File: src/rtl/siteswap_sequencer.sv
// Siteswap entry buffer: collects throw digits, checks the pattern is collision-free,
// derives ball count, then holds the validated configuration. Build macro: SITESWAP_REJECT_ZERO_EN.
module siteswap_sequencer #(
    parameter int MAX_LEN = 7,
    parameter int DIGIT_W = 3
) (
    input  logic                       clk_in,
    input  logic                       rst_n_in,
    input  logic [DIGIT_W-1:0]         digit_in,
    input  logic                       digit_valid_in,
    input  logic                       commit_in,
    input  logic                       clear_in,
    output logic [MAX_LEN*DIGIT_W-1:0] pattern_out,
    output logic [2:0]                 period_out,
    output logic [2:0]                 num_balls_out,
    output logic                       pattern_valid_out,
    output logic                       busy_out,
    output logic                       error_out,
    output logic [1:0]                 error_code_out
);

    typedef enum logic [2:0] {
        S_IDLE,
        S_COLLECT,
        S_CHECK,
        S_DIVIDE,
        S_PRESENT,
        S_ERROR
    } state_t;

    localparam logic [1:0] ERR_OVERFLOW = 2'd0;
    localparam logic [1:0] ERR_EMPTY    = 2'd1;
    localparam logic [1:0] ERR_INVALID  = 2'd2;
`ifdef SITESWAP_REJECT_ZERO_EN
    localparam logic [1:0] ERR_ZERO     = 2'd3;
`endif
    localparam logic [2:0] LEN_MAX      = 3'(MAX_LEN);

    state_t               state_reg;
    logic [DIGIT_W-1:0]   buf_reg     [MAX_LEN];
    logic [DIGIT_W-1:0]   pattern_reg [MAX_LEN];
    logic [2:0]           len_reg;
    logic [2:0]           idx_reg;
    logic                 phase_reg;
    logic [3:0]           acc_reg;
    logic [5:0]           sum_reg;
    logic [5:0]           rem_reg;
    logic [2:0]           quot_reg;
    logic [MAX_LEN-1:0]   mask_reg;
    logic [2:0]           period_reg;
    logic [2:0]           balls_reg;
    logic                 valid_reg;
    logic                 busy_reg;
    logic                 error_reg;
    logic [1:0]           code_reg;

    logic [DIGIT_W-1:0]   cur_digit;
    logic [3:0]           step_sum;
    logic [3:0]           cand;
    logic [3:0]           len4;
    logic [5:0]           len6;
    logic [5:0]           sum_next;
    logic [2:0]           land;
    logic                 land_ok;

    // Landing slot search: phase 0 starts from i+p[i], phase 1 continues from the residue.
    assign cur_digit = buf_reg[idx_reg];
    assign step_sum  = {1'b0, idx_reg} + 4'(cur_digit);
    assign cand      = phase_reg ? acc_reg : step_sum;
    assign len4      = {1'b0, len_reg};
    assign len6      = {3'b000, len_reg};
    assign land      = cand[2:0];
    assign land_ok   = (cand < len4);
    assign sum_next  = sum_reg + 6'(cur_digit);

    always_ff @(posedge clk_in) begin
        if (!rst_n_in || clear_in) begin
            state_reg  <= S_IDLE;
            for (int k = 0; k < MAX_LEN; k++) begin
                buf_reg[k]     <= '0;
                pattern_reg[k] <= '0;
            end
            len_reg    <= '0;
            idx_reg    <= '0;
            phase_reg  <= 1'b0;
            acc_reg    <= '0;
            sum_reg    <= '0;
            rem_reg    <= '0;
            quot_reg   <= '0;
            mask_reg   <= '0;
            period_reg <= '0;
            balls_reg  <= '0;
            valid_reg  <= 1'b0;
            busy_reg   <= 1'b0;
            error_reg  <= 1'b0;
            code_reg   <= '0;
        end else begin
            case (state_reg)
                S_IDLE: begin
                    if (digit_valid_in) begin
                        buf_reg[0] <= digit_in;
                        len_reg    <= 3'd1;
                        state_reg  <= commit_in ? S_CHECK : S_COLLECT;
                        busy_reg   <= commit_in;
                        idx_reg    <= '0;
                        phase_reg  <= 1'b0;
                        sum_reg    <= '0;
                        mask_reg   <= '0;
                    end else if (commit_in) begin
                        state_reg <= S_ERROR;
                        error_reg <= 1'b1;
                        code_reg  <= ERR_EMPTY;
                    end
                end
                S_COLLECT: begin
                    if (digit_valid_in && len_reg == LEN_MAX) begin
                        state_reg <= S_ERROR;
                        error_reg <= 1'b1;
                        code_reg  <= ERR_OVERFLOW;
                    end else if (digit_valid_in || commit_in) begin
                        if (digit_valid_in) begin
                            buf_reg[len_reg] <= digit_in;
                            len_reg          <= len_reg + 3'd1;
                        end
                        if (commit_in) begin
                            state_reg <= S_CHECK;
                            busy_reg  <= 1'b1;
                            idx_reg   <= '0;
                            phase_reg <= 1'b0;
                            sum_reg   <= '0;
                            mask_reg  <= '0;
                        end
                    end
                end
                S_CHECK: begin
`ifdef SITESWAP_REJECT_ZERO_EN
                    if (!phase_reg && cur_digit == '0) begin
                        state_reg <= S_ERROR;
                        busy_reg  <= 1'b0;
                        error_reg <= 1'b1;
                        code_reg  <= ERR_ZERO;
                    end else
`endif
                    if (!land_ok) begin
                        acc_reg   <= cand - len4;
                        phase_reg <= 1'b1;
                    end else if (mask_reg[land]) begin
                        state_reg <= S_ERROR;
                        busy_reg  <= 1'b0;
                        error_reg <= 1'b1;
                        code_reg  <= ERR_INVALID;
                    end else begin
                        mask_reg[land] <= 1'b1;
                        sum_reg        <= sum_next;
                        phase_reg      <= 1'b0;
                        if (idx_reg == len_reg - 3'd1) begin
                            state_reg <= S_DIVIDE;
                            rem_reg   <= sum_next;
                            quot_reg  <= '0;
                        end else begin
                            idx_reg <= idx_reg + 3'd1;
                        end
                    end
                end
                S_DIVIDE: begin
                    if (rem_reg >= len6) begin
                        rem_reg  <= rem_reg - len6;
                        quot_reg <= quot_reg + 3'd1;
                    end else begin
                        busy_reg <= 1'b0;
                        if (rem_reg != '0 || quot_reg == '0) begin
                            state_reg <= S_ERROR;
                            error_reg <= 1'b1;
                            code_reg  <= (rem_reg != '0) ? ERR_INVALID : ERR_EMPTY;
                        end else begin
                            state_reg   <= S_PRESENT;
                            valid_reg   <= 1'b1;
                            period_reg  <= len_reg;
                            balls_reg   <= quot_reg;
                            pattern_reg <= buf_reg;
                        end
                    end
                end
                S_PRESENT, S_ERROR: begin
                    state_reg <= state_reg;
                end
                default: begin
                    state_reg <= S_IDLE;
                end
            endcase
        end
    end

    genvar gi;
    generate
        for (gi = 0; gi < MAX_LEN; gi++) begin : g_pattern
            assign pattern_out[gi*DIGIT_W +: DIGIT_W] = pattern_reg[gi];
        end
    endgenerate

    assign period_out        = period_reg;
    assign num_balls_out     = balls_reg;
    assign pattern_valid_out = valid_reg;
    assign busy_out          = busy_reg;
    assign error_out         = error_reg;
    assign error_code_out    = code_reg;

endmodule
File: config.mk
export PLATFORM = sky130hd
export DESIGN_NAME = siteswap_sequencer
export DESIGN_NICKNAME = d
export VERILOG_FILES = /design/src/rtl/siteswap_sequencer.sv
export SDC_FILE = /design/constraint.sdc
export NUM_CORES = 1
export LEC_CHECK = 0
export CORE_MARGIN = 8
export CORE_UTILIZATION = 55
export CTS_BUF_LIST = sky130_fd_sc_hd__clkbuf_8
export CTS_CLUSTER_DIAMETER = 40
export DETAILED_ROUTE_END_ITERATION = 8
export PLACE_DENSITY = 0.76
export RECOVER_POWER = 100
export SKIP_LAST_GASP = 1
export SYNTH_ARGS = -nofsm -noshare
export SYNTH_HDL_FRONTEND = slang
export SYNTH_SLANG_ARGS = --single-unit
File: constraint.sdc
create_clock -name clk_in -period 5.4 [get_ports clk_in]
set_input_delay 1.62 -clock clk_in [delete_from_list [all_inputs] [get_ports clk_in]]
set_output_delay 1.62 -clock clk_in [all_outputs]
set_load 0.03 [all_outputs]
# Word-level counts from Yosys, hierarchy flattened
# Index checks and enable logic that the tools add are counted.
dict set report totals {
  inputBits 8
  wordCells 202
  reg_bits 89
  output_inout_bits 32
}
dict set report op_classes {
  mux 96
  n_addsub 8
  n_eq_ne 28
  n_bitwise 8
  magnitude_cmp 7
  n_reduce_logical 26
}
# op n
set op_table {}
lappend op_table {{3-bit 2-to-1 mux} 28}
lappend op_table {{21-bit 2-to-1 mux} 3}
lappend op_table {{6-bit 2-to-1 mux} 10}
lappend op_table {{7-bit 2-to-1 mux} 6}
lappend op_table {{2-bit inequality test, second input constant} 16}
lappend op_table {{8-bit AND reduction} 3}
lappend op_table {{1-bit 2-to-1 mux} 22}
lappend op_table {{21-bit bitwise mux} 1}
lappend op_table {{7-bit one-hot mux with 3 select lines} 1}
lappend op_table {{2-bit 2-to-1 mux} 9}
lappend op_table {{3-bit one-hot mux with 2 select lines} 3}
lappend op_table {{6-bit one-hot mux with 3 select lines} 1}
lappend op_table {{3-bit inequality test, second input constant} 5}
lappend op_table {{3-bit one-hot mux with 5 select lines} 1}
lappend op_table {{7-bit AND reduction} 2}
lappend op_table {{6-bit one-hot mux with 2 select lines} 1}
lappend op_table {{5-bit AND reduction} 2}
lappend op_table {{3-bit by 1-bit adder with 3-bit output, second input constant} 3}
lappend op_table {{3-bit binary-select mux with 3-bit select} 1}
lappend op_table {{3-bit demux with 3-bit select} 1}
lappend op_table {{3-bit equality test, second input constant} 3}
lappend op_table {{3-bit one-hot mux with 3 select lines} 1}
lappend op_table {{4-bit greater-or-equal comparator, second input constant} 2}
lappend op_table {{3-bit NOT with 4-bit output} 2}
lappend op_table {{other kinds (34)} 46}

# Longest topological paths before layout
dict set report logic_depth {
  depth_word 14
  ltp_mapped 17
  ltp_nobuf 15
}

# Least setup slack after synthesis
# OpenSTA, ideal clock, no wires.
dict set report synth_timing {
  kind {reg-to-reg}
  from {reg idx_reg[1]}
  to {reg idx_reg[0]}
  period_less_slack_ps 4228
  n_path_buf 1
  slack_ps 1172
  required_ps 5326
  stages_incl_launch_ff 16
  setup_time_ps 74
  arrival_ps 4154
  path_cell_list {dfxtp_1 buf_2 mux4_2 nand2_1 o21ai_0 ha_1 fa_1 xor2_1 mux2i_1 inv_1 ha_1 nor2b_1 o31a_1 or4b_1 or4_1 o21ai_0}
}
dict set report synth_via {
  elab_chain_cells 10
  elab_cells_between_ends 14
  cone_classes {1 x add/sub; 1 x order compare; 4 x eq/ne; 6 x mux; 1 x bitwise; 1 x reduce/logical}
}
# element line
set synth_rtl {}
lappend synth_rtl {{start, declared} 43} ;# logic [2:0] idx_reg;
lappend synth_rtl {{start signal, assigned} 161} ;# idx_reg <= idx_reg + 3'd1;
lappend synth_rtl {{3-bit NOT with 4-bit output (implied by the code)} 67} ;# assign cur_digit = buf_reg[idx_reg];
lappend synth_rtl {{3-bit binary-select mux with 3-bit select} 67}
lappend synth_rtl {{3-bit 2-to-1 mux (implied by the code) (2 in series)} 67}
lappend synth_rtl {{3-bit by 3-bit adder with 4-bit output} 68} ;# assign step_sum = {1'b0, idx_reg} + 4'(cur_digit);
lappend synth_rtl {{4-bit 2-to-1 mux} 69} ;# assign cand = phase_reg ? acc_reg : step_sum;
lappend synth_rtl {{1-bit binary-select mux with 3-bit select} 147} ;# end else if (mask_reg[land]) begin
lappend synth_rtl {{1-bit 2-to-1 mux (implied by the code)} 147}
lappend synth_rtl {{2-bit inequality test (no line)} --}
lappend synth_rtl {{8-bit AND reduction (no line) (*)} --}
# Mark *: on every way between the ends. The rest lies on a longest branch, timed or not. The select of a mux whose other input is x is not followed.
# A chain may end at the register's enable or synchronous reset.

# Worst setup path in the final report
dict set report layout_timing {
  from {reg idx_reg[0]}
  to {reg sum_reg[5]}
}
dict set report layout_via {
  elab_chain_cells 10
  elab_cells_between_ends 16
  cone_classes {2 x add/sub; 1 x order compare; 2 x eq/ne; 9 x mux; 1 x bitwise; 1 x reduce/logical}
}
# element line
set layout_rtl {}
lappend layout_rtl {{3-bit NOT with 4-bit output (implied by the code)} 67}
lappend layout_rtl {{3-bit binary-select mux with 3-bit select} 67}
lappend layout_rtl {{3-bit 2-to-1 mux (implied by the code) (2 in series)} 67}
lappend layout_rtl {{3-bit by 3-bit adder with 4-bit output} 68}
lappend layout_rtl {{4-bit 2-to-1 mux} 69}
lappend layout_rtl {{1-bit binary-select mux with 3-bit select} 147}
lappend layout_rtl {{1-bit 2-to-1 mux (implied by the code)} 147}
lappend layout_rtl {{2-bit inequality test (no line)} --}
lappend layout_rtl {{7-bit AND reduction (no line)} --}
lappend layout_rtl {{end signal, assigned} 154} ;# sum_reg <= sum_next;
lappend layout_rtl {{end, declared} 46} ;# logic [5:0] sum_reg;
# Parallel ways exist; a longest one is shown, timed or not. The select of a mux whose other input is x is not followed.

==> results.cfg <==
[floorplan]
dieArea_um2 = 11580
die_w_um = 107.6
initial_core_util_pct = 56.44
pin_count = 40
die_y_um = 107.6
coreArea_um2 = 8175
row_count = 33

[final_layout]
fillers = 683
antennaDiodeCount = 0
nets = 572
final_common_cell = dfxtp_1
layout-drive-gt1-share_pct = 7.313
areaGrowthSynthToFinish_pct = 13.58
final_util_pct = 64.11
final_cell_mix = dfxtp_1 (89), nor2_1 (78), mux2i_1 (57)
final_area_um2 = 5241

[synthesis]
synth_compound_area_share_pct = 16.87
syn-cell-area_um2 = 4614
yosys.area.top_type = dfxtp_1
synth.distinct_cells = 70
synth_mux_area_share_pct = 14.13
synth_edf_count = 0
synthFlopType = dfxtp_1
syn_nets = 540
synth_seq_area_share_pct = 38.61
synth_area_leaders = dfxtp_1 (39%), mux2i_1 (12%), nor2_1 (6.3%)
synth_top_family_by_area = simple AND/OR/NAND/NOR gates
yosys.area_share.simple_pct = 18.33
synthAdderAreaFrac_pct = 6.616
synth-xor-area-share_pct = 2.007
synth_cells = 510
syn_avg_cell_area_um2 = 9.048
ys_warn_count = 0
synth_top_area_share_pct = 38.61
async_flop_share_pct = 0
ys_ff_latch = 89

[timing]
tightest_slew_ns = 1.416
fin_skew_ns = 0.01495
maxSlewHeadroom_pct = 5.571
max_freq_mhz = 210.6
finalHoldViolations = 0
tns_ns = 0
period_share_pct = 87.92
setup_viol = 0
period_minus_slack_ns = 4.747
rsz0062_at_grt = no
maxSlewViolCount = 0

[place]
dpl.hpwl_mm = 8.238
place_area_um2 = 5081
io_buffers = 39
gp_congestion = 0.8884

[route]
ant_nets = 0
firstDrtPassIters = 5
drt_iter0_drc = 238
wirelength_mm = 11.26
num_vias = 3919
wl_per_cell_um = 17.28
route.detailed.drc = 0
viasPerCell = 6.011

[power]
p_per_area_nw_per_um2 = 233.5
peakVddDrop_uv = 163.0
leakagePower_uw = 0.002236
power.total_uw = 1224

[worst_setup_path]
critical_path.endpoint_type = flip-flop
crit_arrival_ns = 5.00
rr_endpoint = sum_reg[5]$_SDFFE_PP0P_
path_class = flip-flop to flip-flop
slowest_delay_ns = 0.62
worstPathCellList = nor2b_1, a21oi_1, o21ai_0, fa_1, mux2i_1, fa_1, nor2b_1, o31a_1, nor2_1, a21oi_1, a221o_2
crit_required_ns = 5.65
worst-r2r-setup-slack_ns = 0.65
cp_top_family = compound AO/OA/AOI/OAI gates
critPathLaunchType = flip-flop
cp_max_fo = 13
path_buf_inv = 0
slowest_stage = dfxtp_1
regToRegStartpoint = idx_reg[0]$_SDFFE_PP0P_
r2r_cells = 11

[clock_tree]
clockBufferDepth = 2
clk_pin_slew_worst_paths_ns = 0.10
htree_levels = 3
cts_setup_buffers = 0
root_buffer = clkbuf_8
numCtsBuffers = 9
cts_hold_buf = 0
clock_latency_ns = 0.36
cts_tree = yes
clkSinkCount = 89
cts_resized = 0

[min_path]
min_from = pattern_valid_out$_SDFFE_PP0P_
hold_path_class = flip-flop to flip-flop
hold_path_end = pattern_valid_out$_SDFFE_PP0P_
whs_path_depth = 2

[global_routing]
grt_max_degree = 39
antenna_found_initial = 0
gr-total-overflow = 0
grt_pass1_vias = 3721
gr-usage-all-layers_pct = 19.95
grt_first_pass_wirelength_mm = 18.70

[outcome]
status = finished, final reports clean

[job]
cap_violations = 0
[worst max-delay path by stage]
stage                             from                       to  slack, ns  cells past startpoint
3_5_place_dp   idx_reg[0]$_SDFFE_PP0P_  sum_reg[5]$_SDFFE_PP0P_       0.82                     11
3_3_place_gp   idx_reg[0]$_SDFFE_PP0P_  sum_reg[5]$_SDFFE_PP0P_       0.99                     11
4_1_cts        idx_reg[0]$_SDFFE_PP0P_  idx_reg[0]$_SDFFE_PP0P_       0.79                     11
6_report       idx_reg[0]$_SDFFE_PP0P_  sum_reg[5]$_SDFFE_PP0P_       0.65                     11
5_1_grt        idx_reg[0]$_SDFFE_PP0P_  sum_reg[5]$_SDFFE_PP0P_       0.23                     11
2_1_floorplan  idx_reg[1]$_SDFFE_PP0P_  idx_reg[0]$_SDFFE_PP0P_       1.17                     15
[power by group]
group	internal, uW	switching, uW	leakage (uW)
Combinational	44.3	80.0	0.00144
Sequential	662	13.1	0.000718
Clock	170	254	0.0000812
[Yosys cell counts (all sizes together), types with 2 or more instances]
master,number
nand3b,2
a21o,3
or4,3
and3,4
a211o,3
nor3b,2
mux2i,58
o211ai,3
or3,3
clkbuf,14
a22o,3
o21a,6
buf,11
o21ai,22
and2,2
xnor2,2
o32a,3
a21oi,31
nor3,12
xor2,6
nor2,78
nand4,6
nor2b,8
dfxtp,89
nor4b,3
mux4,3
a31oi,3
o41ai,8
nand2,35
nand3,14
ha,18
nand2b,4
fa,4
inv,13
a211oi,8
o31ai,5
[routing by layer]
layer	global-route usage [%]	wire, um	part of all wire, %
met1	25.66	5111	45
met2	32.32	5264	47
met3	3.054	588	5.2
met4	8.722	300	2.7
met5	0	0	0
[metrics by stage]
stage               hold WS (ns)  instances  setup WS, ns
finish                    0.4562        652        0.6525
global route              0.4876        652        0.2264
CTS                       0.4609        652        0.7941
detailed placement        0.4448        636        0.8192
global placement          0.4343        636        0.9931
floorplan                 0.4191        510         1.172
[logic make-up after synthesis]
| kind of cell | count (synthesis) |
|---|---|
| and+or+nand+nor | 179 |
| buffers and inverters | 38 |
| DFF | 89 |
| adders and majority gates | 22 |
| AOI/OAI and AO/OA | 112 |
| muxes | 61 |
| xor gates and xnor gates | 9 |
[tightest hold or removal path: stages, from the launching register on]
cell	delay, ns
dfxtp_1	0.32
inv_1	0.05
a21oi_1	0.05
[layout make-up]
cell class	count	area, um^2	area share, %
clock buffer	9	123.9	2.363
clock inverter	7	53.80	1.026
inverter	13	48.80	0.9310
multi-input combinational	383	2666	50.87
sequential	89	1782	33.99
tap	105	131.4	2.507
timing repair buffer	46	435.4	8.307
Note: power is estimated with default switching activity, not from simulation.
